--- config.mk ---
export PLATFORM = sky130hd
export DESIGN_NAME = effect_compressor
export DESIGN_NICKNAME = d
export VERILOG_FILES = /design/src/rtl/effect_compressor.sv
export SDC_FILE = /design/constraint.sdc
export NUM_CORES = 1
export LEC_CHECK = 0
export BUFFER_PORTS_ARGS = -buffer_cell sky130_fd_sc_hd__buf_2
export CAP_MARGIN = 20
export CORE_MARGIN = 2
export CORE_UTILIZATION = 37
export DETAILED_ROUTE_END_ITERATION = 6
export GPL_TIMING_DRIVEN = 0
export PLACE_DENSITY_LB_ADDON = 0.3
export SKIP_CTS_REPAIR_TIMING = 1
export SLEW_MARGIN = 25
export SYNTH_ARGS = -nofsm -noshare
export SYNTH_HDL_FRONTEND = slang
export SYNTH_SLANG_ARGS = --single-unit
--- constraint.sdc ---
create_clock -name i_clk -period 7.2 [get_ports i_clk]
set_clock_uncertainty 0.15 [all_clocks]
set_input_delay 0.72 -clock i_clk [delete_from_list [all_inputs] [get_ports i_clk]]
set_output_delay 0.72 -clock i_clk [all_outputs]
set_load 0.02 [all_outputs]
--- src/rtl/effect_compressor.sv ---
// 2:1 hard-knee compressor stage: peak envelope follower, 16-cycle restoring
// divider for the gain, and one multiply per sample. Fixed 19-cycle latency.
`timescale 1ns/1ps

module effect_compressor #(
  parameter int ATTACK_SHIFT  = 2,
  parameter int RELEASE_SHIFT = 8
) (
  input  logic               i_clk,
  input  logic               i_rst,
  input  logic               i_valid,
  input  logic               i_enable,
  input  logic [2:0]         i_level,
  input  logic signed [15:0] i_data,
  output logic signed [15:0] o_data,
  output logic               o_valid,
  output logic               o_busy
);

  typedef enum logic [2:0] {
    ST_IDLE = 3'd0,
    ST_ENV  = 3'd1,
    ST_DIV  = 3'd2,
    ST_MUL  = 3'd3,
    ST_OUT  = 3'd4
  } state_t;

  // |x| with the most negative code pinned to full-scale positive
  function automatic logic [15:0] abs_sat(input logic signed [15:0] x);
    logic [15:0] r;
    if (x[15] && (x[14:0] == 15'd0)) begin
      r = 16'd32767;
    end else if (x[15]) begin
      r = $unsigned(-x);
    end else begin
      r = $unsigned(x);
    end
    return r;
  endfunction

  function automatic logic signed [15:0] sat16(input logic signed [33:0] x);
    logic signed [15:0] r;
    if (x > 34'sd32767) begin
      r = 16'sh7fff;
    end else if (x < -34'sd32768) begin
      r = 16'sh8000;
    end else begin
      r = $signed(x[15:0]);
    end
    return r;
  endfunction

  state_t             state_r;
  logic signed [15:0] sample_r;
  logic               enable_r;
  logic [2:0]         level_r;
  logic [15:0]        abs_r;
  logic [15:0]        env_r;
  logic               unity_r;
  logic [15:0]        rem_r;
  logic               lsb_r;
  logic [3:0]         div_cnt_r;
  logic [16:0]        gain_r;

  logic [15:0]        env_next_s;
  logic [15:0]        thresh_s;
  logic [15:0]        target_s;
  logic               unity_s;
  logic               in_bit_s;
  logic [16:0]        rem_shift_s;
  logic [15:0]        rem_next_s;
  logic               qbit_s;
  logic signed [33:0] product_s;
  logic signed [33:0] result_s;

  // Envelope update, threshold and compressed target for the captured sample
  always_comb begin
    env_next_s = env_r;
    target_s   = 16'd0;
    unity_s    = 1'b1;
    if (abs_r > env_r) begin
      env_next_s = env_r + ((abs_r - env_r) >> ATTACK_SHIFT);
    end else if (abs_r < env_r) begin
      env_next_s = env_r - ((env_r - abs_r) >> RELEASE_SHIFT);
    end else begin
      env_next_s = env_r;
    end
    thresh_s = 16'h8000 >> ({1'b0, level_r} + 4'd1);
    if (env_next_s > thresh_s) begin
      target_s = thresh_s + ((env_next_s - thresh_s) >> 1);
      unity_s  = 1'b0;
    end else begin
      target_s = 16'd0;
      unity_s  = 1'b1;
    end
  end

  // One restoring-division step; the first step shifts in target[0] and
  // yields the integer quotient bit, the other fifteen the Q1.15 fraction
  always_comb begin
    in_bit_s    = (div_cnt_r == 4'd0) ? lsb_r : 1'b0;
    rem_shift_s = {rem_r, in_bit_s};
    rem_next_s  = rem_shift_s[15:0];
    qbit_s      = 1'b0;
    if (rem_shift_s >= {1'b0, env_r}) begin
      rem_next_s = 16'(rem_shift_s - {1'b0, env_r});
      qbit_s     = 1'b1;
    end else begin
      rem_next_s = rem_shift_s[15:0];
      qbit_s     = 1'b0;
    end
  end

  // Gain multiply with floor rounding, or straight pass-through in bypass
  always_comb begin
    product_s = $signed({{18{sample_r[15]}}, sample_r}) * $signed({17'd0, gain_r});
    if (enable_r) begin
      result_s = product_s >>> 15;
    end else begin
      result_s = {{18{sample_r[15]}}, sample_r};
    end
  end

  // Sample sequencer and all state registers
  always_ff @(posedge i_clk) begin
    if (i_rst) begin
      state_r   <= ST_IDLE;
      sample_r  <= 16'sd0;
      enable_r  <= 1'b0;
      level_r   <= 3'd0;
      abs_r     <= 16'd0;
      env_r     <= 16'd0;
      unity_r   <= 1'b0;
      rem_r     <= 16'd0;
      lsb_r     <= 1'b0;
      div_cnt_r <= 4'd0;
      gain_r    <= 17'd0;
      o_data    <= 16'sd0;
      o_valid   <= 1'b0;
      o_busy    <= 1'b0;
    end else begin
      case (state_r)
        ST_IDLE: begin
          o_valid <= 1'b0;
          if (i_valid) begin
            sample_r <= i_data;
            enable_r <= i_enable;
            level_r  <= i_level;
            abs_r    <= abs_sat(i_data);
            o_busy   <= 1'b1;
            state_r  <= ST_ENV;
          end
        end
        ST_ENV: begin
          env_r     <= env_next_s;
          unity_r   <= unity_s;
          rem_r     <= target_s >> 1;
          lsb_r     <= target_s[0];
          gain_r    <= 17'd0;
          div_cnt_r <= 4'd0;
          state_r   <= ST_DIV;
        end
        ST_DIV: begin
          rem_r     <= rem_next_s;
          div_cnt_r <= div_cnt_r + 4'd1;
          if (div_cnt_r == 4'd15) begin
            // unity and env=0 still spend the full 16 cycles
            if (unity_r || (env_r == 16'd0)) begin
              gain_r <= 17'd32768;
            end else begin
              gain_r <= {gain_r[15:0], qbit_s};
            end
            state_r <= ST_MUL;
          end else begin
            gain_r <= {gain_r[15:0], qbit_s};
          end
        end
        ST_MUL: begin
          o_data  <= sat16(result_s);
          o_valid <= 1'b1;
          state_r <= ST_OUT;
        end
        ST_OUT: begin
          o_valid <= 1'b0;
          o_busy  <= 1'b0;
          state_r <= ST_IDLE;
        end
        default: begin
          o_valid <= 1'b0;
          o_busy  <= 1'b0;
          state_r <= ST_IDLE;
        end
      endcase
    end
  end

endmodule

==> run metrics, run 1 <==
commonest non-fill, non-tap cell in the layout=inv_1; Setup CP Type=flop to flop; busiest grt layer=met2; Post-Synth XOR/XNOR Area=0.04072; largest net degree at the start of global routing=25; GP Congestion=0.9209; clock tree buffer depth=2; met2 Resource Use GR=0.3499; Synth Area in Simple Gates=0.1900; fraction of layout cells with a size suffix above 1=0.1113; CTS buffer count=9; number of I/O port buffers=39; Setup WS post-layout=0.1967 ns; drt pass-1 iters=5; Yosys reg bits=112; Post-DP HPWL=43.66 mm; first-pass GRT wire length=84.97 mm; row cnt=80; GR Util met3=0.05395; Initial DRC Count=1,167; Seq/Total Area, Yosys=0.1271; Pwr Density=272.7 nW/um^2; compound-cell area share of the yosys netlist=0.1517; warning count from the yosys run=0; Setup WS pre-CTS=-1.361 ns; GRT Total Usage=0.2194; max_slew headroom=0.4330; Via-to-Cell Ratio=5.381; clock insertion delay at the later pin of the skew report=0.39 ns; crit share post-route=0.9727; outcome=finished, final reports clean; post-route core utilization=0.4180; fmax=142.8 MHz; Avg Inst Size Synth=8.173 um^2; clk root buf=clkbuf_16; Post-synth EDFFs=0; number of global-route vias before repair=15,302; Post-Synth Adder-Cell Area=0.3877; GRT met1 Usage=0.2980; Critical Path Most Common Cell=fa_1; synthesized cell area=17,640 um^2; Fin. Hold Viols=0; Post-Route WL=54.88 mm; via count=15,351; slowest CP cell=fa_1; post-route DRC violation count=0; # IOs=41; synthesis-to-finish area growth=12.21%; final non-filler cell total=2,853; Overflow after GRT=0; antenna-violating nets left=0; starting density of the core=0.3725; crit-path cells=buf_6, nand2_1, fa_1, inv_1, fa_1, inv_1, fa_1, inv_1, fa_1, fa_1, inv_1, fa_1, inv_1, ha_2, nand2_1, o31a_4, o31a_1, o221ai_1, mux2_2, o31a_1, buf_6, a211o_1, a21oi_1; die span in x=222.3 um; Crit. End Element=flop; CTS tree=built; Sink Count=112; Cell variety after synth=79; largest family of logic cells by synthesized area=adder cells; CP Max Fanout=10; Max-cap violations=0; Min-Delay Path Class=flop to flop; dominant register cell in the synthesized netlist=dfxtp_1; CP max stage delay=0.54 ns; Leakage=9.489 nW; Net Count, Synth=2,601; measured slew at the worst slew-check pin=0.8394 ns; H-tree depth=3; Async SR Flop Fraction=0; Die Ht=222.3 um; worst-case vdd ir drop=657.7 uV; Max Transition Viols Final=0; placed insts=2,813; multiplexer share of the synthesized area=0.009789; Critical Path AT=7.18 ns; Clock transition at path regs=0.10 ns; diode count=0; Power, Total=5.397 mW; final setup vio count=0; crit start category=flop; highest-count cells in the layout ignoring fill and taps=324 x inv_1, 256 x nand2_1, 210 x fa_1; Avg WL per Cell=19.24 um; fillers=4,685; initial antenna violation count=1; Core ar.=47,350 um^2; clock period minus worst slack=7.003 ns; post-synthesis cell count=2,158; Req. time, crit path=7.38 ns; die area=49,430 um^2; nets@finish=2,676
cell type report:
| type | count | area, um^2 | area share |
|---|---|---|---|
| flip-flops and latches | 112 | 2362 | 0.1194 |
| plain buffers | 83 | 560.5 | 0.02832 |
| well taps | 615 | 769.5 | 0.03888 |
| multi-input cells | 1616 | 13990 | 0.7070 |
| inverters | 324 | 1216 | 0.06145 |
| repair buffers | 87 | 568.0 | 0.02870 |
| clock buffers | 9 | 225.2 | 0.01138 |
| clock inverters | 7 | 96.34 | 0.004868 |
cell families (layout without fill, tap and decap cells):
logic type,count (synthesis),after routing
xor+xnor,82,82
fa+ha+maj,420,420
flops,112,112
simple gates,695,695
mux,17,17
buf+inv,430,510
compound gates,402,402
path summary, 6_finish.rpt:
kind / startpoint / to / slack (ns) / cells past startpoint
max reg2reg: sample_r[8] / o_data[1] / 0.20 / 23
max: sample_r[8] / o_data[1] / 0.20 / 23
min: unity_r / unity_r / 0.35 / 2
min reg2reg: unity_r / unity_r / 0.35 / 2
critical path, delay by kind of cell, from the launching register on:
kind | cells | cell delay (ns)
AO/OA/AOI/OAI | 6 | 1.73
adder cells (fa/ha/maj) | 7 | 3.45
buffers and inverters | 7 | 0.64
flip-flops | 1 | 0.42
multiplexers | 1 | 0.37
AND/OR/NAND/NOR | 2 | 0.18
routing by layer:
metal	wire (um)	vias up	part of all wire
li1	-	7219	-
met5	0	-	0
met2	24810	519	0.45
met3	4131	76	0.075
met1	24710	7537	0.45
met4	1230	0	0.022
registers in the layout (all words and copies together), names as in the netlist:
register and cells:
gain_r 17, abs_r 16, env_r 16, o_data 16, rem_r 16, sample_r 16
div_cnt_r 4, level_r 3, state_r 3, enable_r 1, lsb_r 1, o_busy 1
o_valid 1, unity_r 1
synthesized netlist by cell type (22+ instances only):
master    number  area share
clkbuf_1      95       0.020
a21oi_1      117       0.033
a22oi_1       25       0.011
ha_1         209        0.15
xnor2_1       50       0.025
nor2_1       130       0.028
xor2_1        32       0.016
inv_1        324       0.069
o21ai_0       77       0.022
nor3_1        47       0.013
a21o_1        25       0.011
and2_1       128       0.045
o21a_1        22      0.0094
fa_1         211        0.24
nand2_1      258       0.055
dfxtp_1      112        0.13
where the power goes:
group	total (mW)	switching, mW	leakage (nW)	internal (mW)
registers	0.797	0.106	0.939	0.690
clock network	0.567	0.310	0.156	0.258
logic	4.03	2.41	8.39	1.62
total	5.40	2.83	9.49	2.57
through the flow:
stage                     instance area [um^2]  hold WS, ns  TNS [ns]
after detailed placement                 18610       0.3203    -24.10
final                                    19790       0.3476         0
after CTS                                18940       0.3340    -24.85
after floorplan                          17640       0.2963         0
after global placement                   18600       0.3110    -39.43
after global routing                     19790       0.3628   -0.1120
(Power assumes the default switching activity.)
==> run 2: changes to the inputs <==
clock period = 8.6 ns   (was 7.2 ns; I/O delays follow)
==> run 2 against run 1 <==
Effect of this change: core utilization fell by 1.8 points; cell count fell by 0.88%; critical endpoint unchanged; maximum frequency fell by 14%; clock power fell by 16%; worst setup slack improved by 0.23 ns; largest cell class unchanged; critical path depth rose by 4; first-iteration DRC count rose by 2.3%; via count fell by 1.6%; sequential share of layout area fell by 0.10 points; combinational power fell by 19%; final area fell by 4.3%.
==> run metrics, run 2 (synthesized netlist as in run 1, its figures left out) <==
combinational power share=0.740; Crit. End Element=flop; Critical Path AT=8.35 ns; fraction of layout cells with a size suffix above 1=0.04792; crit start category=flop; first-pass GRT wire length=84.97 mm; Die Ht=222.3 um; Max Transition Viols Final=0; crit share post-route=0.9500; CTS tree=built; post-route DRC violation count=0; clock period minus worst slack=8.170 ns; CTS buffer count=9; GRT Total Usage=0.2194; Clock Power Share=0.108; Fin. Hold Viols=0; clock insertion delay at the later pin of the skew report=0.39 ns; synthesis-to-finish area growth=7.406%; Post-DP HPWL=43.66 mm; Clock transition at path regs=0.10 ns; max_slew headroom=0.4466; largest net degree at the start of global routing=25; RSZ-0062 raised after global routing=no; switch share=0.5255; clock tree buffer depth=2; GP Congestion=0.9209; met2 Resource Use GR=0.3499; clk root buf=clkbuf_16; Setup WS pre-CTS=0.03866 ns; final setup vio count=0; Pwr Density=233.1 nW/um^2; via count=15,100; Post-Route WL=53.64 mm; worst-case vdd ir drop=545.4 uV; Setup CP Type=flop to flop; highest-count cells in the layout ignoring fill and taps=324 x inv_1, 258 x nand2_1, 211 x fa_1; Int Pwr=2.095 mW; starting density of the core=0.3725; die area=49,430 um^2; # IOs=41; initial antenna violation count=0; number of global-route vias before repair=15,302; Max-cap violations=0; outcome=finished, final reports clean; drt pass-1 iters=5; busiest grt layer=met2; Switch Pwr=2.321 mW; Via-to-Cell Ratio=5.339; GRT met1 Usage=0.2980; CP Max Fanout=10; row cnt=80; max reg flops=17; Initial DRC Count=1,194; commonest non-fill, non-tap cell in the layout=inv_1; H-tree depth=3; GR Util met3=0.05395; hold slack=0.3491 ns; Min-Delay Path Class=flop to flop; Req. time, crit path=8.78 ns; nets@finish=2,650; Overflow after GRT=0; post-route core utilization=0.4001; Avg WL per Cell=18.97 um; Sink Count=112; Core ar.=47,350 um^2; Setup WS post-layout=0.4303 ns; number of I/O port buffers=39; Largest Register=gain_r; antenna-violating nets left=0; die span in x=222.3 um; sequential share of power=0.152; Leakage=9.042 nW; fmax=122.4 MHz; measured slew at the worst slew-check pin=0.8192 ns
run 2: cell types whose count changed in the layout (fill, tap and decap cells not counted), moves of 9 or more:
cell,before,now
dfxtp_1,78,112
buf_6,27,2
clkbuf_1,40,88
buf_4,50,0
o21ai_0,68,77
dfxtp_4,31,0
run 2: power by group through the flow:
| stage | Combinational, mW | Clock [mW] | Sequential (mW) |
|---|---|---|---|
| floorplan | 2.45 | 0 | 0.644 |
| global placement | 3.15 | 0 | 0.676 |
| detailed placement | 3.19 | 0 | 0.678 |
| CTS | 3.22 | 0.483 | 0.666 |
| global route | 3.63 | 0.501 | 0.680 |
| finish | 3.27 | 0.475 | 0.673 |
run 2: worst max-delay path: stages, from the launching register on:
cell and delay (ns):
dfxtp_1 0.31, clkbuf_1 0.59, clkbuf_2 0.46, nand2_1 0.14, fa_1 0.57, inv_1 0.05, fa_1 0.49, inv_1 0.05
fa_1 0.48, inv_1 0.06, fa_1 0.51, fa_1 0.55, inv_1 0.06, fa_1 0.53, inv_1 0.04, ha_1 0.34
a21oi_1 0.31, o21ai_0 0.25, a2111oi_2 0.34, buf_2 0.25, nor3_1 0.08, o41ai_1 0.44, xnor2_1 0.21, nor2_1 0.06
o31a_1 0.15, clkbuf_2 0.20, a211o_1 0.28, a21oi_1 0.14
run 2: layout make-up:
cell class | instances | area [um^2]
clock buffers | 9 | 225.2
diodes | 1 | 2.502
inverters | 324 | 1216
well taps | 615 | 769.5
fillers | 4783 | 28400
repair buffers | 40 | 200.2
plain buffers | 104 | 421.7
multi-input cells | 1616 | 13770
flip-flops and latches | 112 | 2242
clock inverters | 7 | 96.34
run 2: metal layers:
metal | vias up | share of wire
met5 | - | 0
li1 | 7152 | -
met4 | 0 | 0.023
met1 | 7367 | 0.45
met2 | 514 | 0.44
met3 | 67 | 0.079
run 2: per-stage QoR:
stage | std cells | TNS [ns] | instance area [um^2] | total power, mW
6_report | 2828 | 0 | 18940 | 4.416
5_1_grt | 2827 | 0 | 18940 | 4.810
4_1_cts | 2829 | 0 | 18940 | 4.369
3_5_place_dp | 2813 | 0 | 18610 | 3.871
3_3_place_gp | 2812 | -14.99 | 18600 | 3.822
2_1_floorplan | 2158 | 0 | 17640 | 3.098
run 2: path summary, 6_finish.rpt:
| path | start | end | slack, ns | depth (start not counted) |
|---|---|---|---|---|
| hold / removal | unity_r | unity_r | 0.35 | 2 |
| hold reg to reg | unity_r | unity_r | 0.35 | 2 |
| setup reg to reg | sample_r[9] | o_data[1] | 0.43 | 27 |
| setup / recovery | sample_r[9] | o_data[1] | 0.43 | 27 |
==> run 3: changes to the inputs <==
BUFFER_PORTS_ARGS = -buffer_cell sky130_fd_sc_hd__buf_4   (was -buffer_cell sky130_fd_sc_hd__buf_2)
==> run 3 against run 2 <==
Effect of this change: non-clock buffer count is 6 lower; largest power group unchanged; count of clock-buffer cells in the layout stayed put; first-iteration DRC count is 7.4% lower; die area stayed put; via count hardly changed.
==> run metrics, run 3 (synthesized netlist as in run 1, its figures left out) <==
Initial DRC Count=1,106; hold endpoint=unity_r; Power, Total=4.424 mW; Overflow after GRT=0; Setup CP Type=flop to flop; crit start category=flop; sequential share of power=0.154; Clock Power Share=0.106; row cnt=80; Clock transition at path regs=0.09 ns; antenna-violating nets left=0; FF-to-FF setup slack=0.31 ns; design area=19,040 um^2; # IOs=41; CP max stage delay=0.58 ns; Die Ht=222.3 um; diode count=0; CTS tree=built; worst r2r path cells=23; nets@finish=2,644; crit-path cells=clkbuf_1, clkbuf_1, and2_1, fa_1, fa_1, fa_1, fa_1, fa_1, inv_1, fa_1, inv_1, ha_1, a21oi_2, o21ai_0, a2111oi_4, nor3_1, o41ai_1, xnor2_1, nor2_1, o31a_1, clkbuf_2, or2_0, a21oi_1; Largest Register=gain_r; Pwr Density=232.4 nW/um^2; final setup vio count=0; Crit. End Element=flop; CP Max Fanout=10; drt pass-1 iters=7; starting density of the core=0.3725; HP Start=unity_r; Cell Area, Placed=18,710 um^2; worst-case vdd ir drop=566.2 uV; Setup WS post-layout=0.3050 ns; Crit path max-delay family=adder cells; clock period minus worst slack=8.295 ns; commonest non-fill, non-tap cell in the layout=inv_1; via count=15,094; clk root buf=clkbuf_16; clock tree buffer depth=2; max reg flops=17; GP Congestion=0.9336; number of I/O port buffers=39; Switch Pwr=2.321 mW; Core ar.=47,350 um^2; highest-count cells in the layout ignoring fill and taps=324 x inv_1, 258 x nand2_1, 211 x fa_1; Max Transition Viols Final=0; Sink Count=112; combinational power share=0.740; outcome=finished, final reports clean; Min-Delay Path Class=flop to flop; Fin. Hold Viols=0; Critical Path AT=8.42 ns; measured slew at the worst slew-check pin=0.8673 ns; Critical Path Most Common Cell=fa_1; H-tree depth=3; fraction of layout cells with a size suffix above 1=0.05168; sequential standard cell area=2246 um^2; fillers=4,760; max_slew headroom=0.4218; die span in x=222.3 um; Leakage=9.076 nW; fmax=120.6 MHz; crit share post-route=0.9645; die area=49,430 um^2; GRT Total Usage=0.2217; first-pass GRT wire length=86.06 mm; reg2reg end=o_data[10]; post-route DRC violation count=0; initial antenna violation count=0; Via-to-Cell Ratio=5.351; Setup WS pre-CTS=-0.3039 ns; Req. time, crit path=8.73 ns; Max-cap violations=0; Post-Route WL=53.56 mm; RSZ-0062 raised after global routing=no; number of global-route vias before repair=15,473; CTS buffer count=9; WP buf/inv=5; Int Pwr=2.103 mW; Avg WL per Cell=18.99 um; hold slack=0.3391 ns; clock insertion delay at the later pin of the skew report=0.39 ns; synthesis-to-finish area growth=7.945%; slowest CP cell=clkbuf_1; switch share=0.5247; area of the multi-input gates=13,780 um^2; reg2reg start=gain_r[2]; Post-DP HPWL=43.64 mm; largest net degree at the start of global routing=25; hold depth=2
run 3: cell types whose count changed in the layout (fill, tap and decap cells not counted), sizes merged:
cell | previous run | this run
buf | 49 | 48
diode | 1 | 0
clkbuf | 104 | 99
run 3: stage by stage:
step / cells / setup TNS (ns) / utilization
detailed placement: 2812 / -3.862 / 0.3951
CTS: 2828 / -5.507 / 0.4019
finish: 2821 / 0 / 0.4021
global placement: 2812 / -13.32 / 0.3950
floorplan: 2158 / 0 / -
global route: 2821 / 0 / 0.4021
run 3: worst min-delay path: stages (launching register included):
cell     delay (ns)
dfxtp_1        0.33
nand2_1        0.06
o22ai_1        0.06
run 3: worst max-delay path by stage:
stage | slack [ns] | cells past startpoint | start | to
finish | 0.31 | 23 | gain_r[2] | o_data[10]
global route | 0.02 | 23 | gain_r[2] | o_data[9]
CTS | -0.41 | 24 | sample_r[9] | o_data[5]
detailed placement | -0.30 | 23 | sample_r[9] | o_data[11]
global placement | -1.04 | 23 | sample_r[9] | o_data[11]
floorplan | 1.66 | 26 | sample_r[9] | o_data[5]
run 3: layout make-up:
cell class                      count  area share
Sequential cell                   112      0.1180
Clock inverter                      7    0.005060
Inverter                          324     0.06388
Buffer                             99     0.02155
Clock buffer                        9     0.01183
Multi-Input combinational cell   1616      0.7239
Tap cell                          615     0.04042
Timing Repair Buffer               39     0.01538
run 3: metal layers:
| metal | vias up | GRT usage | wire length [um] | part of all wire |
|---|---|---|---|---|
| li1 | 7164 | - | - | - |
| met1 | 7391 | 0.3140 | 25490 | 0.48 |
| met2 | 463 | 0.3486 | 23610 | 0.44 |
| met3 | 76 | 0.03531 | 2962 | 0.055 |
| met4 | 0 | 0.06495 | 1501 | 0.028 |
| met5 | - | 0 | 0 | 0 |
run 3: power groups by stage:
stage | registers [mW] | clock network [mW] | logic (mW)
5_1_grt | 0.686 | 0.498 | 3.62
2_1_floorplan | 0.644 | 0 | 2.45
3_5_place_dp | 0.678 | 0 | 3.21
3_3_place_gp | 0.676 | 0 | 3.16
6_report | 0.680 | 0.469 | 3.27
4_1_cts | 0.666 | 0.479 | 3.24
